File: config.mk
export PLATFORM = sky130hd
export DESIGN_NAME = stall_unit
export DESIGN_NICKNAME = d
export VERILOG_FILES = /design/src/rtl/stall_unit.sv
export SDC_FILE = /design/constraint.sdc
export NUM_CORES = 1
export LEC_CHECK = 0
export CAP_MARGIN = 20
export CORE_MARGIN = 2
export CORE_UTILIZATION = 45
export CTS_CLUSTER_SIZE = 10
export DETAILED_ROUTE_END_ITERATION = 8
export HOLD_SLACK_MARGIN = 0.15
export PLACE_DENSITY = 0.82
export SETUP_SLACK_MARGIN = 0.15
export SLEW_MARGIN = 20
export SYNTH_ARGS = -nofsm -noshare
export SYNTH_HDL_FRONTEND = slang
export SYNTH_SLANG_ARGS = --single-unit
File: constraint.sdc
create_clock -name clk -period 5.14 [get_ports clk]
set_input_delay 0.514 -clock clk [delete_from_list [all_inputs] [get_ports clk]]
set_output_delay 0.514 -clock clk [all_outputs]
set_load 0.02 [all_outputs]
File: src/rtl/stall_unit.sv
// rtl/stall_unit.sv - decode-stage hazard/stall controller with MDU busy window
// Compares D sources against E/M destinations by Tuse/Tnew and tracks HI/LO busy time.
module stall_unit #(
  parameter int MULT_CYCLES = 5,
  parameter int DIV_CYCLES  = 10,
  parameter int CNT_W       = 4,
  parameter int STALL_CNT_W = 32
) (
  input  logic                   clk,
  input  logic                   reset,
  input  logic [31:0]            IR_D,
  input  logic [31:0]            IR_E,
  input  logic [31:0]            IR_M,
  output logic                   Stop,
  output logic                   md_busy,
  output logic [STALL_CNT_W-1:0] stall_cnt
);

  typedef enum logic [3:0] {
    C_NONE, C_CAL_R, C_JR, C_JALR, C_MD, C_MF, C_MT,
    C_CAL_I, C_LW, C_SW, C_BEQ, C_J, C_JAL
  } cls_t;

  // Tuse of 3 marks an operand that is not read; Tnew never exceeds 2.
  localparam logic [1:0] NO_USE = 2'd3;

  function automatic cls_t classify(input logic [5:0] op, input logic [5:0] fn);
    cls_t c;
    c = C_NONE;
    if (op == 6'b000000) begin
      case (fn)
        6'b100001, 6'b100011:                       c = C_CAL_R;
        6'b001000:                                  c = C_JR;
        6'b001001:                                  c = C_JALR;
        6'b011000, 6'b011001, 6'b011010, 6'b011011: c = C_MD;
        6'b010000, 6'b010010:                       c = C_MF;
        6'b010001, 6'b010011:                       c = C_MT;
        default:                                    c = C_NONE;
      endcase
    end else begin
      case (op)
        6'b001101, 6'b001111: c = C_CAL_I;
        6'b100011:            c = C_LW;
        6'b101011:            c = C_SW;
        6'b000100:            c = C_BEQ;
        6'b000010:            c = C_J;
        6'b000011:            c = C_JAL;
        default:              c = C_NONE;
      endcase
    end
    return c;
  endfunction

  function automatic logic [1:0] tuse_rs(input cls_t c);
    case (c)
      C_BEQ, C_JR, C_JALR:                    return 2'd0;
      C_CAL_R, C_CAL_I, C_LW, C_SW, C_MD, C_MT: return 2'd1;
      default:                                return NO_USE;
    endcase
  endfunction

  function automatic logic [1:0] tuse_rt(input cls_t c);
    case (c)
      C_BEQ:         return 2'd0;
      C_CAL_R, C_MD: return 2'd1;
      C_SW:          return 2'd2;
      default:       return NO_USE;
    endcase
  endfunction

  function automatic logic [4:0] dest_of(input cls_t c, input logic [4:0] rt, input logic [4:0] rd);
    case (c)
      C_CAL_R, C_JALR, C_MF: return rd;
      C_CAL_I, C_LW:         return rt;
      C_JAL:                 return 5'd31;
      default:               return 5'd0;
    endcase
  endfunction

  function automatic logic [1:0] tnew_e(input cls_t c);
    case (c)
      C_LW:                   return 2'd2;
      C_CAL_R, C_CAL_I, C_MF: return 2'd1;
      default:                return 2'd0;
    endcase
  endfunction

  function automatic logic [1:0] tnew_m(input cls_t c);
    return (c == C_LW) ? 2'd1 : 2'd0;
  endfunction

  function automatic logic hazard(input logic [4:0] src, input logic [1:0] tuse,
                                  input logic [4:0] dest, input logic [1:0] tnew);
    return (src != 5'd0) && (src == dest) && (tnew > tuse);
  endfunction

  cls_t             cls_d, cls_e, cls_m;
  logic [4:0]       rs_d, rt_d, dest_e, dest_m;
  logic [1:0]       use_rs, use_rt, new_e, new_m;
  logic             reg_stall, md_stall;
  logic [CNT_W-1:0] cnt;
  logic             unused_ir;

  assign cls_d  = classify(IR_D[31:26], IR_D[5:0]);
  assign cls_e  = classify(IR_E[31:26], IR_E[5:0]);
  assign cls_m  = classify(IR_M[31:26], IR_M[5:0]);
  assign rs_d   = IR_D[25:21];
  assign rt_d   = IR_D[20:16];
  assign use_rs = tuse_rs(cls_d);
  assign use_rt = tuse_rt(cls_d);
  assign dest_e = dest_of(cls_e, IR_E[20:16], IR_E[15:11]);
  assign dest_m = dest_of(cls_m, IR_M[20:16], IR_M[15:11]);
  assign new_e  = tnew_e(cls_e);
  assign new_m  = tnew_m(cls_m);

  // Shamt/immediate bits play no part in hazard detection.
  assign unused_ir = ^{IR_D, IR_E, IR_M};

  assign reg_stall = hazard(rs_d, use_rs, dest_e, new_e) ||
                     hazard(rs_d, use_rs, dest_m, new_m) ||
                     hazard(rt_d, use_rt, dest_e, new_e) ||
                     hazard(rt_d, use_rt, dest_m, new_m);

  assign md_busy  = (cnt != '0);
  assign md_stall = md_busy && (cls_d == C_MD || cls_d == C_MF || cls_d == C_MT);
  assign Stop     = reg_stall || md_stall;

  always_ff @(posedge clk) begin
    if (reset) begin
      cnt       <= '0;
      stall_cnt <= '0;
    end else begin
      // An issuing md_start always sees cnt==0, so load and decrement never collide.
      if (cls_d == C_MD && !Stop) begin
        cnt <= (IR_D[1] ? CNT_W'(DIV_CYCLES) : CNT_W'(MULT_CYCLES));
      end else if (cnt != '0) begin
        cnt <= cnt - 1'b1;
      end
      if (Stop && stall_cnt != '1) begin
        stall_cnt <= stall_cnt + 1'b1;
      end
    end
  end

endmodule

# == Yosys cells after proc, flatten, opt, wreduce, memory -nomap -nowiden ==
# Memory sizes are Yosys's and may differ from the RTL's.
# Index checks and enable logic that the tools add are counted.
# totals
regBits,36
romBits,32
input_bits,98
output_inout_bits,34
n_memories,1
# classes
n_addsub,2
magnitude_cmp,4
n_eq_ne,80
mux,17
n_reduce_logical,46
# memory_table
name,depth,word_bits,read_ports,rd_clocked_by_memory_dff,wr,line_no,text
(no name shown),16,2,1,0,0,55,case (c)
# ops
op,n
$eq A6 B5 Y1 const B,24
$eq A6 B4 Y1 const B,12
$eq A6 B6 Y1 const B,12
$pmux W4 S6,3
$pmux W3 S6,3
$eq A6 B2 Y1 const B,6
$add A32 B1 Y32 const B,1
$ne A32 B32 Y1 const B,1
$pmux W5 S3,2
$reduce_or A2 Y1,15
$eq A4 B3 Y1 const B,7
$eq A4 B4 Y1 const B,6
$mux W4,6
$eq A5 B5 Y1,4
$eq A6 B3 Y1 const B,3
$logic_not A6 Y1,3
$eq A4 B1 Y1 const B,3
$reduce_or A4 Y1,3
$logic_and A1 B1 Y1,11
$reduce_bool A5 Y1,2
$reduce_or A3 Y1,3
$eq A4 B2 Y1 const B,2
$logic_or A1 B1 Y1,6
$pmux W2 S3,1
8 further kinds,10

# == Longest topological paths before layout ==
# logic_depth
depth_word,17
mapped_depth,19
ltp_nobuf,16

# == Least setup slack after synthesis ==
# Ideal clock, no wire load.
# synth_timing
path_type,input to register
startpoint,input IR_D[28]
endpoint,register stall_cnt[15]
setup_time_ps,121
arrival_ps,3949
t_required_ps,5019
path_slack_ps,1071
cell_stages,16
n_path_buf,3
cell_sequence,clkbuf_1 nor3_1 nand3_1 o32a_1 and2_1 a21boi_0 o22a_1 ha_1 a211oi_1 o21ai_1 or4_1 and3_1 buf_6 buf_6 nor4b_1 mux2_2
# synth_between
elab_chain_cells,13
# synth_lines
item,line_no,text
"start, declared",11,"input logic [31:0] IR_D,"
$eq A6 B4 Y1,41,case (op)
$reduce_or A2 Y1,41,
$pmux W4 S6,41,
$mux W4 (*),30,if (op == 6'b000000) begin
$eq A4 B3 Y1 / $eq A4 B1 Y1 (equally long branches),"63, 125",
$reduce_or A2 Y1,63,case (c)
$pmux W2 S3,63,
$gt A2 B2 Y1,94,return (src != 5'd0) && (src == dest) && (tnew > tuse);
$logic_and A1 B1 Y1,94,
$logic_or A1 B1 Y1,120,"hazard(rs_d, use_rs, dest_m, new_m) ||"
$logic_or A1 B1 Y1,121,"hazard(rt_d, use_rt, dest_e, new_e) ||"
$logic_or A1 B1 Y1 (*),126,assign Stop = reg_stall || md_stall;
$logic_and A1 B1 Y1 (*),139,if (Stop && stall_cnt != '1) begin
"end signal, assigned",140,stall_cnt <= stall_cnt + 1'b1;
"end, declared",16,output logic [STALL_CNT_W-1:0] stall_cnt
# Mark *: on every way between the ends. The rest lies on a longest branch, timed or not.
# A chain may end at the register's enable or synchronous reset.

# == Worst setup path after layout ==
# layout_timing
startpoint,input IR_D[28]
endpoint,output Stop
# layout_between
elab_chain_cells,12
# layout_lines
item,line_no,text
$eq A6 B4 Y1,41,
$reduce_or A2 Y1,41,
$pmux W4 S6,41,
$mux W4 (*),30,
$eq A4 B3 Y1 / $eq A4 B1 Y1 (equally long branches),"63, 125",
$reduce_or A2 Y1,63,
$pmux W2 S3,63,
$gt A2 B2 Y1,94,
$logic_and A1 B1 Y1,94,
$logic_or A1 B1 Y1,120,
$logic_or A1 B1 Y1,121,
$logic_or A1 B1 Y1 (*),126,
"end, declared",14,"output logic Stop,"
# Marked as above.

==> results.cfg <==
[layout]
finalNetCount = 649
utilization_pct = 62.6
synthToLayoutAreaGrowth_pct = 33.8
antenna-diode-count = 0
nFillCells = 633
layout-drive-gt1-share_pct = 6.26
final_cell_mix = 100 x clkdlybuf4s50_1, 53 x a21oi_1, 36 x dfxtp_1
mostFrequentLayoutCell = clkdlybuf4s50_1

[setup_path]
r2r_cells = 11
path_cells = clkdlybuf4s50_1, nor3_1, nand3_1, o32a_1, and2_1, a21boi_0, o22a_1, ha_1, a211oi_1, o21ai_1, or4_1, and3_1, inv_1, clkdlybuf4s15_1
cp_slowest_cell = clkdlybuf4s50_1
cp-startpoint = IR_D[28]
critPathKind = input port to primary output
crit_fanout = 9
start_kind = input port
cp_slowest_stage_delay_ns = 0.55
cp.arrival_ns = 4.17
cp-end-kind = primary output
crit_required_ns = 4.63
r2r_start = stall_cnt[11]

[placement]
gp_congestion = 0.887
dp_hpwl_mm = 7.22
io_buffers = 101

[clock_tree]
cts_htree_levels = 2
clk_pin_slew_ns = 0.07
post_cts_buffers = 0
max-clock-path-buffers = 2
cts-root-buf = clkbuf_8
numCtsBuffers = 5
cts_tree = yes
cts_resized = 1
clock-sinks = 36
hold_buffers = 0
clk_latency_ns = 0.29

[global_route]
grt_max_degree = 61
grt_pass1_vias = 3664
antenna_found_initial = 0
grt.total_usage_pct = 22.4
grt-ovfl-total = 0
grt_pass1_wl_mm = 16.2

[synth]
synth_top_area_share_pct = 21.0
synth.area.top_cells = dfxtp_1 21%, a21oi_1 7.7%, or4_1 6.8%, o31ai_1 5.7%, ha_1 3.3%
ys_seq_area_share_pct = 21.0
synth_area_sq_um = 3430
netlist_instances = 451
ys_async_sr_fraction_pct = 0
synth_flop_cell = dfxtp_1
synth_edf_count = 0
synth_warnings = 0
ys_ff_latch = 36
synth.avg_cell_area_sq_um = 7.60
netlist.top_cell.by_area = dfxtp_1
yosys.cell_types.count = 66
syn-num-nets = 558

[drt]
firstDrtPassIters = 5
route.detailed.drc = 0
drt_iter0_drc = 159
drt_wl_total_mm = 9.35
via_per_inst = 6.10
ant_nets = 0
vias = 3917
wl_per_cell_um = 14.6

[run_status]
status = completed

[sta]
rsz0062_at_grt = no
max_freq_mhz = 213
clock_skew_ns = 0.00549
setup_viol = 0
tightest_slew_ns = 0.998
min_period_ns = 4.69
setup_tns_ns = 0
slew_headroom_pct = 33.4
hold_violations = 0
maxSlewViolCount = 0
holdWs_ns = 0.496
finalCritPeriodShare_pct = 91.2

[floorplanning]
die_y_um = 91.3
rows = 31
initial_core_util_pct = 46.8
core_region_area_sq_um = 7330
dieWidth_um = 91.3
die_area_sq_um = 8340
io-pin-count = 132

[power]
power_leakage_nw = 1.57
ir_drop_mv = 0.105
power_density_nw_per_um2 = 168

[hold_path]
min_from = stall_cnt[4]
hold_path_class = register to register
hold_depth = 2

[flow_run]
maxCapViolCount = 0
-- cells in the mapped netlist (all sizes together), types with 9 or more instances --
library cell	instances
a21oi	54
dfxtp	36
or4	31
o31ai	26
nor2	25
nand2	23
nand3	22
and3	15
clkbuf	15
inv	13
o21ai	13
or3	13
buf	10
nand4	10
nor2b	10
ha	9
nor3b	9
-- sequential cells by signal, summed over array words and instances (netlist names) --
signal,count
cnt,4
stall_cnt,32
-- logic make-up after synthesis --
kind of cell	share of synthesized area, %
AO/OA/AOI/OAI	28.4
XOR/XNOR	3.06
adder cells (fa/ha/maj)	3.28
buffers and inverters	5.25
flip-flops	21.0
multiplexers	1.61
AND/OR/NAND/NOR	37.4
-- final timing paths --
kind	end	slack, ns
max	Stop	0.45
min	stall_cnt[4]	0.50
max reg2reg	stall_cnt[13]	1.56
min reg2reg	stall_cnt[4]	0.50
-- area by class of cell --
| type | instances | area, sq um | share of cell area [%] |
|---|---|---|---|
| multi-input combinational | 377 | 2530 | 55.2 |
| timing repair buffer | 109 | 1070 | 23.3 |
| sequential | 36 | 721 | 15.7 |
| tap | 99 | 124 | 2.70 |
| clock buffer | 6 | 82.6 | 1.80 |
| inverter | 13 | 48.8 | 1.06 |
| clock inverter | 2 | 10.0 | 0.218 |
-- routing by layer --
metal  part of all wire [%]  GRT usage (%)  wire [um]
met1                     44           28.1       4110
met2                     49           39.4       4570
met3                    5.6           3.49        525
met4                    1.5           6.57        142
met5                      0              0          0
-- through the flow --
| step | power [W] | instances | worst slack [ns] | area, sq um |
|---|---|---|---|---|
| after detailed placement | 0.000563 | 634 | 0.130 | 4500 |
| final | 0.000769 | 642 | 0.452 | 4590 |
| after CTS | 0.000773 | 642 | 0.415 | 4590 |
| after floorplan | 0.000457 | 451 | 1.07 | 3430 |
| after global routing | 0.000812 | 642 | 0.171 | 4590 |
| after global placement | 0.000555 | 634 | 0.243 | 4500 |
-- worst max-delay path, delay by kind of cell --
kind | cells | cell delay, ns
simple gates | 5 | 1.29
fa+ha+maj | 1 | 0.30
compound gates | 5 | 1.08
buf+inv | 3 | 1.00
-- power by group --
part / switching, W / internal, W
Clock: 0.000105 / 0.000107
Combinational: 0.000128 / 0.000127
Sequential: 0.00000903 / 0.000293
Total: 0.000242 / 0.000527
Power figures use the tool's default switching activity.
